--- src/rtl/entropy_dec_pkg.sv ---
// Constants, state type and width helpers shared by the entropy decoder front end
// (symbol code extractor and symbol lookup stage).
package entropy_dec_pkg;

  localparam int WORD_W_DEF = 32;
  localparam int CODE_W_DEF = 8;

  typedef enum logic [1:0] {
    RUN,
    DRAIN,
    DONE
  } ext_state_e;

  function automatic int resid_w(input int code_w);
    return $clog2(code_w) + 1;
  endfunction

endpackage

--- src/rtl/bit_buffer_shifter.sv ---
// Left-aligned bit buffer with a valid-bit count; consumes CODE_W bits from the top
// and appends a WORD_W word below the surviving bits, both possibly in the same cycle.
module bit_buffer_shifter #(
  parameter int WORD_W = 32,
  parameter int CODE_W = 8,
  parameter int BUF_W  = 64
) (
  input  logic                       clk,
  input  logic                       reset,
  input  logic                       clear,
  input  logic                       push,
  input  logic                       pop,
  input  logic [WORD_W-1:0]          push_data,
  output logic [CODE_W-1:0]          top_code,
  output logic [$clog2(BUF_W+1)-1:0] count
);

  localparam int CNT_W = $clog2(BUF_W + 1);

  logic [BUF_W-1:0] buf_q, buf_d, kept, word_top;
  logic [CNT_W-1:0] cnt_q, cnt_d, cnt_kept;

  // Bits below the valid count are kept at zero, so appending is a plain OR.
  always_comb begin
    kept     = buf_q;
    cnt_kept = cnt_q;
    if (pop) begin
      kept     = buf_q << CODE_W;
      cnt_kept = cnt_q - CNT_W'(CODE_W);
    end
    word_top = BUF_W'(push_data) << (BUF_W - WORD_W);
    buf_d    = kept;
    cnt_d    = cnt_kept;
    if (push) begin
      buf_d = kept | (word_top >> cnt_kept);
      cnt_d = cnt_kept + CNT_W'(WORD_W);
    end
    if (clear) begin
      buf_d = '0;
      cnt_d = '0;
    end
  end

  always_ff @(posedge clk or posedge reset) begin
    if (reset) begin
      buf_q <= '0;
      cnt_q <= '0;
    end else begin
      buf_q <= buf_d;
      cnt_q <= cnt_d;
    end
  end

  assign top_code = buf_q[BUF_W-1 -: CODE_W];
  assign count    = cnt_q;

endmodule

--- src/rtl/symbol_code_extractor.sv ---
// Unpacks MSB-first bitstream words into CODE_W symbol codes with frame tracking.
// Optional SYMEXT_SYMCOUNT_EN adds a saturating per-frame code counter (sym_count).
//   state | meaning
//   RUN   | accepting words of the current frame, emitting codes
//   DRAIN | last word taken; emitting remaining whole codes
//   DONE  | frame_done pulse; residual tail bits reported
module symbol_code_extractor
  import entropy_dec_pkg::*;
#(
  parameter int WORD_W = WORD_W_DEF,
  parameter int CODE_W = CODE_W_DEF,
  parameter int BUF_W  = 64
) (
  input  logic                        clk,
  input  logic                        reset,
  input  logic [WORD_W-1:0]           in_data,
  input  logic                        in_valid,
  input  logic                        in_last,
  output logic                        in_ready,
  input  logic                        out_ready,
  output logic                        decode_en,
  output logic [CODE_W-1:0]           symbol_code,
  output logic                        frame_done,
  output logic [resid_w(CODE_W)-1:0]  residual_bits
`ifdef SYMEXT_SYMCOUNT_EN
  ,
  output logic [15:0]                 sym_count
`endif
);

  localparam int CNT_W = $clog2(BUF_W + 1);
  localparam int RES_W = resid_w(CODE_W);
  localparam logic [CNT_W-1:0] CODE_CNT = CNT_W'(CODE_W);
  localparam logic [CNT_W-1:0] FILL_MAX = CNT_W'(BUF_W - WORD_W);

  ext_state_e       state_q, state_d;
  logic [CNT_W-1:0] count;
  logic [CODE_W-1:0] top_code;
  logic             accept, emit, flush;
  logic             decode_en_q;
  logic [CODE_W-1:0] code_q;
  logic [RES_W-1:0] resid_q;

  // Reset gating keeps in_ready low while reset is held even though RUN is the reset state.
  assign in_ready = !reset && (state_q == RUN) && (count <= FILL_MAX);
  assign accept   = in_valid && in_ready;
  assign emit     = out_ready && (count >= CODE_CNT);
  assign flush    = (state_q == DRAIN) && (count < CODE_CNT);

  bit_buffer_shifter #(
    .WORD_W(WORD_W),
    .CODE_W(CODE_W),
    .BUF_W (BUF_W)
  ) u_buf (
    .clk      (clk),
    .reset    (reset),
    .clear    (flush),
    .push     (accept),
    .pop      (emit),
    .push_data(in_data),
    .top_code (top_code),
    .count    (count)
  );

  always_ff @(posedge clk or posedge reset) begin
    if (reset) begin
      state_q     <= RUN;
      decode_en_q <= 1'b0;
      code_q      <= '0;
      resid_q     <= '0;
    end else begin
      state_q     <= state_d;
      decode_en_q <= emit;
      if (emit) code_q <= top_code;
      if (flush) resid_q <= RES_W'(count);
    end
  end

  always_comb begin
    state_d = state_q;
    case (state_q)
      RUN:     if (accept && in_last) state_d = DRAIN;
      DRAIN:   if (flush) state_d = DONE;
      DONE:    state_d = RUN;
      default: state_d = RUN;
    endcase
  end

  assign decode_en     = decode_en_q;
  assign symbol_code   = code_q;
  assign frame_done    = (state_q == DONE);
  assign residual_bits = resid_q;

`ifdef SYMEXT_SYMCOUNT_EN
  logic [15:0] sym_q;

  // Holds through the DONE cycle, clears as the FSM returns to RUN.
  always_ff @(posedge clk or posedge reset) begin
    if (reset) begin
      sym_q <= '0;
    end else if (state_q == DONE) begin
      sym_q <= '0;
    end else if (emit && (sym_q != 16'hFFFF)) begin
      sym_q <= sym_q + 16'd1;
    end
  end

  assign sym_count = sym_q;
`endif

endmodule

--- config.mk ---
export PLATFORM = sky130hd
export DESIGN_NAME = symbol_code_extractor
export DESIGN_NICKNAME = d
export VERILOG_FILES = /design/src/rtl/entropy_dec_pkg.sv /design/src/rtl/bit_buffer_shifter.sv /design/src/rtl/symbol_code_extractor.sv
export SDC_FILE = /design/constraint.sdc
export NUM_CORES = 1
export LEC_CHECK = 0
export ABC_AREA = 1
export BUFFER_PORTS_ARGS = -buffer_cell sky130_fd_sc_hd__buf_2
export CAP_MARGIN = 20
export CORE_ASPECT_RATIO = 0.8
export CORE_MARGIN = 4
export CORE_UTILIZATION = 38
export CTS_CLUSTER_SIZE = 30
export DETAILED_ROUTE_END_ITERATION = 10
export GPL_TIMING_DRIVEN = 0
export PLACE_DENSITY = 0.59
export SETUP_SLACK_MARGIN = 0.05
export SYNTH_ARGS = -nofsm -noshare
export SYNTH_HDL_FRONTEND = slang
export SYNTH_SLANG_ARGS = --single-unit
--- constraint.sdc ---
create_clock -name clk -period 6.7 [get_ports clk]
set_input_delay 0.335 -clock clk [delete_from_list [all_inputs] [get_ports clk]]
set_output_delay 0.335 -clock clk [all_outputs]
set_load 0.03 [all_outputs]
# Yosys cells after proc, flatten, opt, wreduce, memory -nomap -nowiden
# Cells that the tools add are included.
[word_totals]
regBits = 86
inputBits = 37
output_inout_bits = 15
[op_classes]
n_addsub = 2
magnitude_cmp = 3
eq_ne = 4
n_shift = 1
n_mux = 9
bitwise_logic = 1
reduce_logical = 9
[ops]
columns = ["operator", "n"]
rows = [
  ["2-to-1 mux 64 bit", 3],
  ["OR 64 bit", 1],
  ["right shift 64 x 7 -> 64 bit", 1],
  ["2-to-1 mux 7 bit", 3],
  ["adder 7 x 6 -> 7 bit (second input constant)", 1],
  [">= comparator 7 x 4 -> 1 bit (second input constant)", 1],
  ["less-or-equal comparator 7 x 6 -> 1 bit (second input constant)", 1],
  ["less-than comparator 7 x 4 -> 1 bit (second input constant)", 1],
  ["subtractor 7 x 4 -> 7 bit (second input constant)", 1],
  ["logical AND 1 bit", 6],
  ["2-to-1 mux 2 bit", 2],
  ["case mux 2 bit (2 select lines)", 1],
  ["equality test 2 x 1 -> 1 bit (second input constant)", 1],
  ["equality test 2 bit (second input constant)", 1],
  ["logical NOT 2 bit", 1],
  ["inequality test 2 x 1 -> 1 bit (second input constant)", 1],
  ["inequality test 2 bit (second input constant)", 1],
  ["AND reduction 2 bit", 1],
  ["logical NOT 1 bit", 1],
]

# Logic depth before layout (Yosys ltp)
[depth]
depth_word = 7
depth_mapped = 14

# Hierarchy
# From an unflattened synthesis, not the netlist that was laid out.
[hier_totals]
hier_cells = 707
area_unflattened_um2 = 5101.1
[by_module_without_submodules]
columns = ["mod", "instances", "cells_per_inst", "area_per_inst_um2"]
rows = [
  ["bit_buffer_shifter", 1, 635, 4464.3],
  ["symbol_code_extractor", 1, 72, 636.9],
]

# Least setup slack after synthesis
# OpenSTA, ideal clock, no wires.
[synth_timing]
path_kind = "register -> register"
start = "register u_buf.cnt_q[3], in the netlist u_buf.count[3]"
end = "register u_buf.buf_q[24]"
setup_ns = 0.139
arrival_ns = 1.756
t_required_ns = 6.561
path_slack_ns = 4.804
stages_incl_launch_ff = 14
period_less_slack_ns = 1.896
cell_sequence = "dfrtp_1 inv_1 ha_1 nand3_4 nand2_4 buf_6 nand2_1 nand2_1 buf_2 nor2_1 nor2_1 nand2_1 nand2_1 a21oi_1"
[synth_via]
elab_chain_cells = 7
elab_cells_between_ends = 14
classes_between = "add/sub (1); order compare (3); shift (1); mux (4); bitwise (1); reduce/logical (4)"
[synth_rtl]
columns = ["element", "line_no", "source"]
rows = [
  ["from (decl)", "bit_buffer_shifter.sv:21", "logic [CNT_W-1:0] cnt_q, cnt_d, cnt_kept;"],
  ["from (signal assigned)", "bit_buffer_shifter.sv:50", "cnt_q <= cnt_d;"],
  [">= comparator 7 x 4 -> 1 bit", "symbol_code_extractor.sv:47", "assign emit = out_ready && (count >= CODE_CNT);"],
  ["logical AND 1 bit", "symbol_code_extractor.sv:47", ""],
  ["2-to-1 mux 7 bit", "bit_buffer_shifter.sv:27", "if (pop) begin"],
  ["right shift 64 x 7 -> 64 bit", "bit_buffer_shifter.sv:35", "buf_d = kept | (word_top >> cnt_kept);"],
  ["OR 64 bit", "bit_buffer_shifter.sv:35", ""],
  ["2-to-1 mux 64 bit", "bit_buffer_shifter.sv:34", "if (push) begin"],
  ["2-to-1 mux 64 bit *", "bit_buffer_shifter.sv:38", "if (clear) begin"],
  ["net u_buf.buf_d[24]", "bit_buffer_shifter.sv:20", "logic [BUF_W-1:0] buf_q, buf_d, kept, word_top;"],
  ["to (signal assigned)", "bit_buffer_shifter.sv:49", "buf_q <= buf_d;"],
  ["to (decl)", "bit_buffer_shifter.sv:20", ""],
]
# Mark *: on every way through the listed nets, which the timed path passes. The rest lies on a longest branch.
# A chain may end at the register's enable or synchronous reset.

# Worst setup path in the final report
[layout_timing]
start = "register u_buf.cnt_q[3], in the netlist u_buf.count[3]"
end = "register u_buf.buf_q[22]"
# The elaborated chain is that of the path after synthesis.

==> run_results.csv <==
group,metric,value,unit
clock_tree,cts.sinks,80,
clock_tree,clk-insertion-delay-late,0.35,ns
synthesis,synthesis.area_per_instance,6.863,sq um
power,clock_power_share,24.7,%
setup_path,rr_startpoint,"u_buf.count[3]",
synthesis,synth_seq_cells,80,
setup_path,crit_path_start,"u_buf.count[3]",
setup_path,cp-end-kind,"flop",
cells_and_area,final_cells,958,
clock_tree,numCtsBuffers,9,
setup_path,path_buf_inv,2,
synthesis,yosysUniqueCellTypes,29,
setup_path,slowest_stage,"nand4_1",
global_route,grt_pass1_wl,27.15,mm
placement,port_buffers,48,
die,die-area,14880,sq um
detailed_routing,route.detailed.drc,0,
setup_path,reg2reg_depth,11,
synthesis,synth.largest_area_cell,"dfrtp_1",
timing,tightest_slew,0.8263,ns
hold_path,min_path_cells,2,
cells_and_area,antenna_cells,0,
timing,fmax,0.3830,GHz
hold_path,min_to,"state_q[0]",
detailed_routing,dr.pass1.iters,5,
clock_tree,cts_tree,"built",
synthesis,yosys_warnings,0,
outcome,status,"finished clean",
global_route,grt_max_degree,63,
power,finalPower,2.053,mW
die,start_util,39.69,%
timing,min_period,2.611,ns
hold_path,min_from,"in_last",
detailed_routing,first_iter_violations,465,
synthesis,synth_top_area_share,40.57,%
timing,slew_headroom,44.92,%
global_route,track_usage,24.37,%
power,powerDensity,358.0,nW/um^2
die,placementRows,36,
hold_path,hp-class,"primary input to flop",
placement,place.gp.congestion,0.9432,
setup_path,critPathMaxStageDelay,0.50,ns
cells_and_area,area_growth,16.18,%
global_route,grt_pass1_vias,4827,
setup_path,cp_max_fo,10,
setup_path,r2r_slack,4.09,ns
synthesis,syn_inst,719,
detailed_routing,wire_per_inst,18.50,microns
detailed_routing,vias,5112,
detailed_routing,ant_nets,0,
power,pwr-share-seq,33.1,%
setup_path,critPathArrivalTime,2.88,ns
setup_path,cp_top_family,"simple AND/OR/NAND/NOR gates",
cells_and_area,drive_above_1_share,14.74,%
power,switching_share,42.96,%
timing,fin_hold_ws,0.2162,ns
global_route,gr-total-overflow,0,
setup_path,r2r_end,"u_buf.buf_q[22]",
setup_path,worstPathRequired,6.97,ns
synthesis,netlist_area,4935,sq um
timing,final-hold-violation-count,0,
run,drv_cap,0,
cells_and_area,fin_nets,821,
cells_and_area,n_fill_cell,1362,
power,switching_power,0.8819,mW
die,dieWidth,135.4,microns
power,power_leakage,2.869,nW
clock_tree,postCtsSetupRepairBufs,0,
die,core_area,12430,sq um
timing,skew,0.006179,ns
clock_tree,h-tree-depth,3,
timing,setup_viol,0,
placement,post-dp-hpwl,13.06,mm
setup_path,path_cells,"inv_1, ha_1, nand3_4, nand2_4, buf_6, nand2_1, nand2_1, nand4_1, nor2_1, nor2_1, nor2_1",
clock_tree,root_buffer,"clkbuf_16",
detailed_routing,routed_wl,17.72,mm
clock_tree,clock_path_buffers,2,
power,vdd_drop_max,0.1371,mV
detailed_routing,via_per_inst,5.336,
synthesis,synthTopCellsByArea,"dfrtp_1 (41%), nand2_1 (13%), nand3_1 (10%), nor2_1 (8.3%), o21ai_0 (6.7%)",
power,p_int,1.171,mW
die,ios,52,
timing,period_share,38.97,%
cells_and_area,utilization,46.12,%
timing,drv_slew,0,
timing,rsz0062_at_grt,"no",
power,power_frac_comb,42.2,%
clock_tree,path_clk_slew,0.07,ns
setup_path,cpMostUsedCell,"nor2_1",
global_route,antenna_found_initial,0,
timing,fin_tns_setup,0,ns
setup_path,path_class,"flop to flop",
placement,dp.cells,941,
setup_path,cp-start-kind,"flop",
die,die_h,109.9,microns
synthesis,synth_seq_area_share,40.57,%
kinds of logic after synthesis:
kind of cell               share of synthesized area [%]
AOI/OAI and AO/OA                                  11.41
other                                            0.07599
muxes                                              1.623
buffers and inverters                              9.635
DFF                                                40.57
and+or+nand+nor                                    36.18
adders and majority gates                         0.5070
through the flow:
step                      setup WS (ns)  instance area (sq um)
final                             4.089                   5733
after global routing              3.948                   5733
after CTS                         4.168                   5733
after detailed placement          4.212                   5426
after global placement            3.200                   5396
after floorplan                   4.313                   4942
worst reg2reg max path: cells and delay by family, from the launching register on:
kind          cells  cell delay, ns
fa+ha+maj         1            0.31
buf+inv           2            0.36
flops             1            0.43
simple gates      8            1.45
flip-flops by register name, indices dropped and copies added (netlist names):
name           cells
u_buf.buf_q       64
symbol_code        8
u_buf.count        4
state_q            2
decode_en          1
residual_bits      1
power by group through the flow:
stage                     Clock (mW)  Sequential, mW  Combinational (mW)
after floorplan                    0           0.705               0.568
after global placement             0           0.682               0.828
after detailed placement           0           0.685               0.842
after CTS                      0.514           0.677               0.845
after global routing           0.532           0.693               0.954
final                          0.507           0.679               0.867
cell type report:
class,count,area (sq um),share of cell area [%]
clock buffer,10,229.0,3.994
sequential,80,2002,34.92
tap,171,214.0,3.732
clock inverter,6,67.56,1.179
buffer,43,239.0,4.168
timing repair buffer,50,277.8,4.845
inverter,63,239.0,4.168
multi-input combinational,535,2465,42.99
worst max-delay path by stage:
stage	endpoint	cells past startpoint
after floorplan	decode_en	1
after global placement	u_buf.buf_q[35]	2
after detailed placement	u_buf.buf_q[22]	11
after CTS	u_buf.buf_q[22]	11
after global routing	u_buf.buf_q[18]	11
final	u_buf.buf_q[22]	11
cells in the mapped netlist, drive strengths merged:
cell type	number
nand2	187
nor2	110
nand3	103
dfrtp	80
o21ai	66
inv	63
a21oi	33
buf	28
clkbuf	15
and2	8
mux2i	8
o22ai	8
ha	2
nand4	2
nor3	2
a22o	1
conb	1
nand3b	1
o22a	1
what timing repair did:
action                                 CTS  global route
resized for setup                        0             0
endpoints found under the hold margin   18             0
hold buffers                             1             0
per-layer routing:
layer  wire length (microns)  vias up  track usage, %
met5                       0        -               0
met4                     304        0           6.115
met3                    1244       29           4.529
met2                    7859      207           38.03
met1                    8310     2441           35.10
li1                        -     2435               -
placed cells by master (no fill, tap or decap), types with 2 or more instances in the layout:
cell | netlist | routed
a21oi_1 | 33 | 33
and2_0 | 2 | 2
and2_1 | 6 | 6
buf_2 | 17 | 65
buf_4 | 7 | 7
buf_6 | 4 | 4
clkbuf_1 | 15 | 16
clkbuf_16 | 0 | 9
clkinvlp_4 | 0 | 2
conb_1 | 1 | 3
dfrtp_1 | 80 | 80
ha_1 | 2 | 2
inv_1 | 59 | 58
inv_2 | 4 | 4
mux2i_1 | 8 | 8
nand2_1 | 173 | 173
nand2_2 | 12 | 12
nand2_4 | 2 | 2
nand3_1 | 100 | 100
nand3_2 | 2 | 2
nand4_1 | 2 | 2
nor2_1 | 109 | 109
o21ai_0 | 66 | 66
o22ai_1 | 8 | 8
No activity file was read; power rests on OpenSTA's default activity.
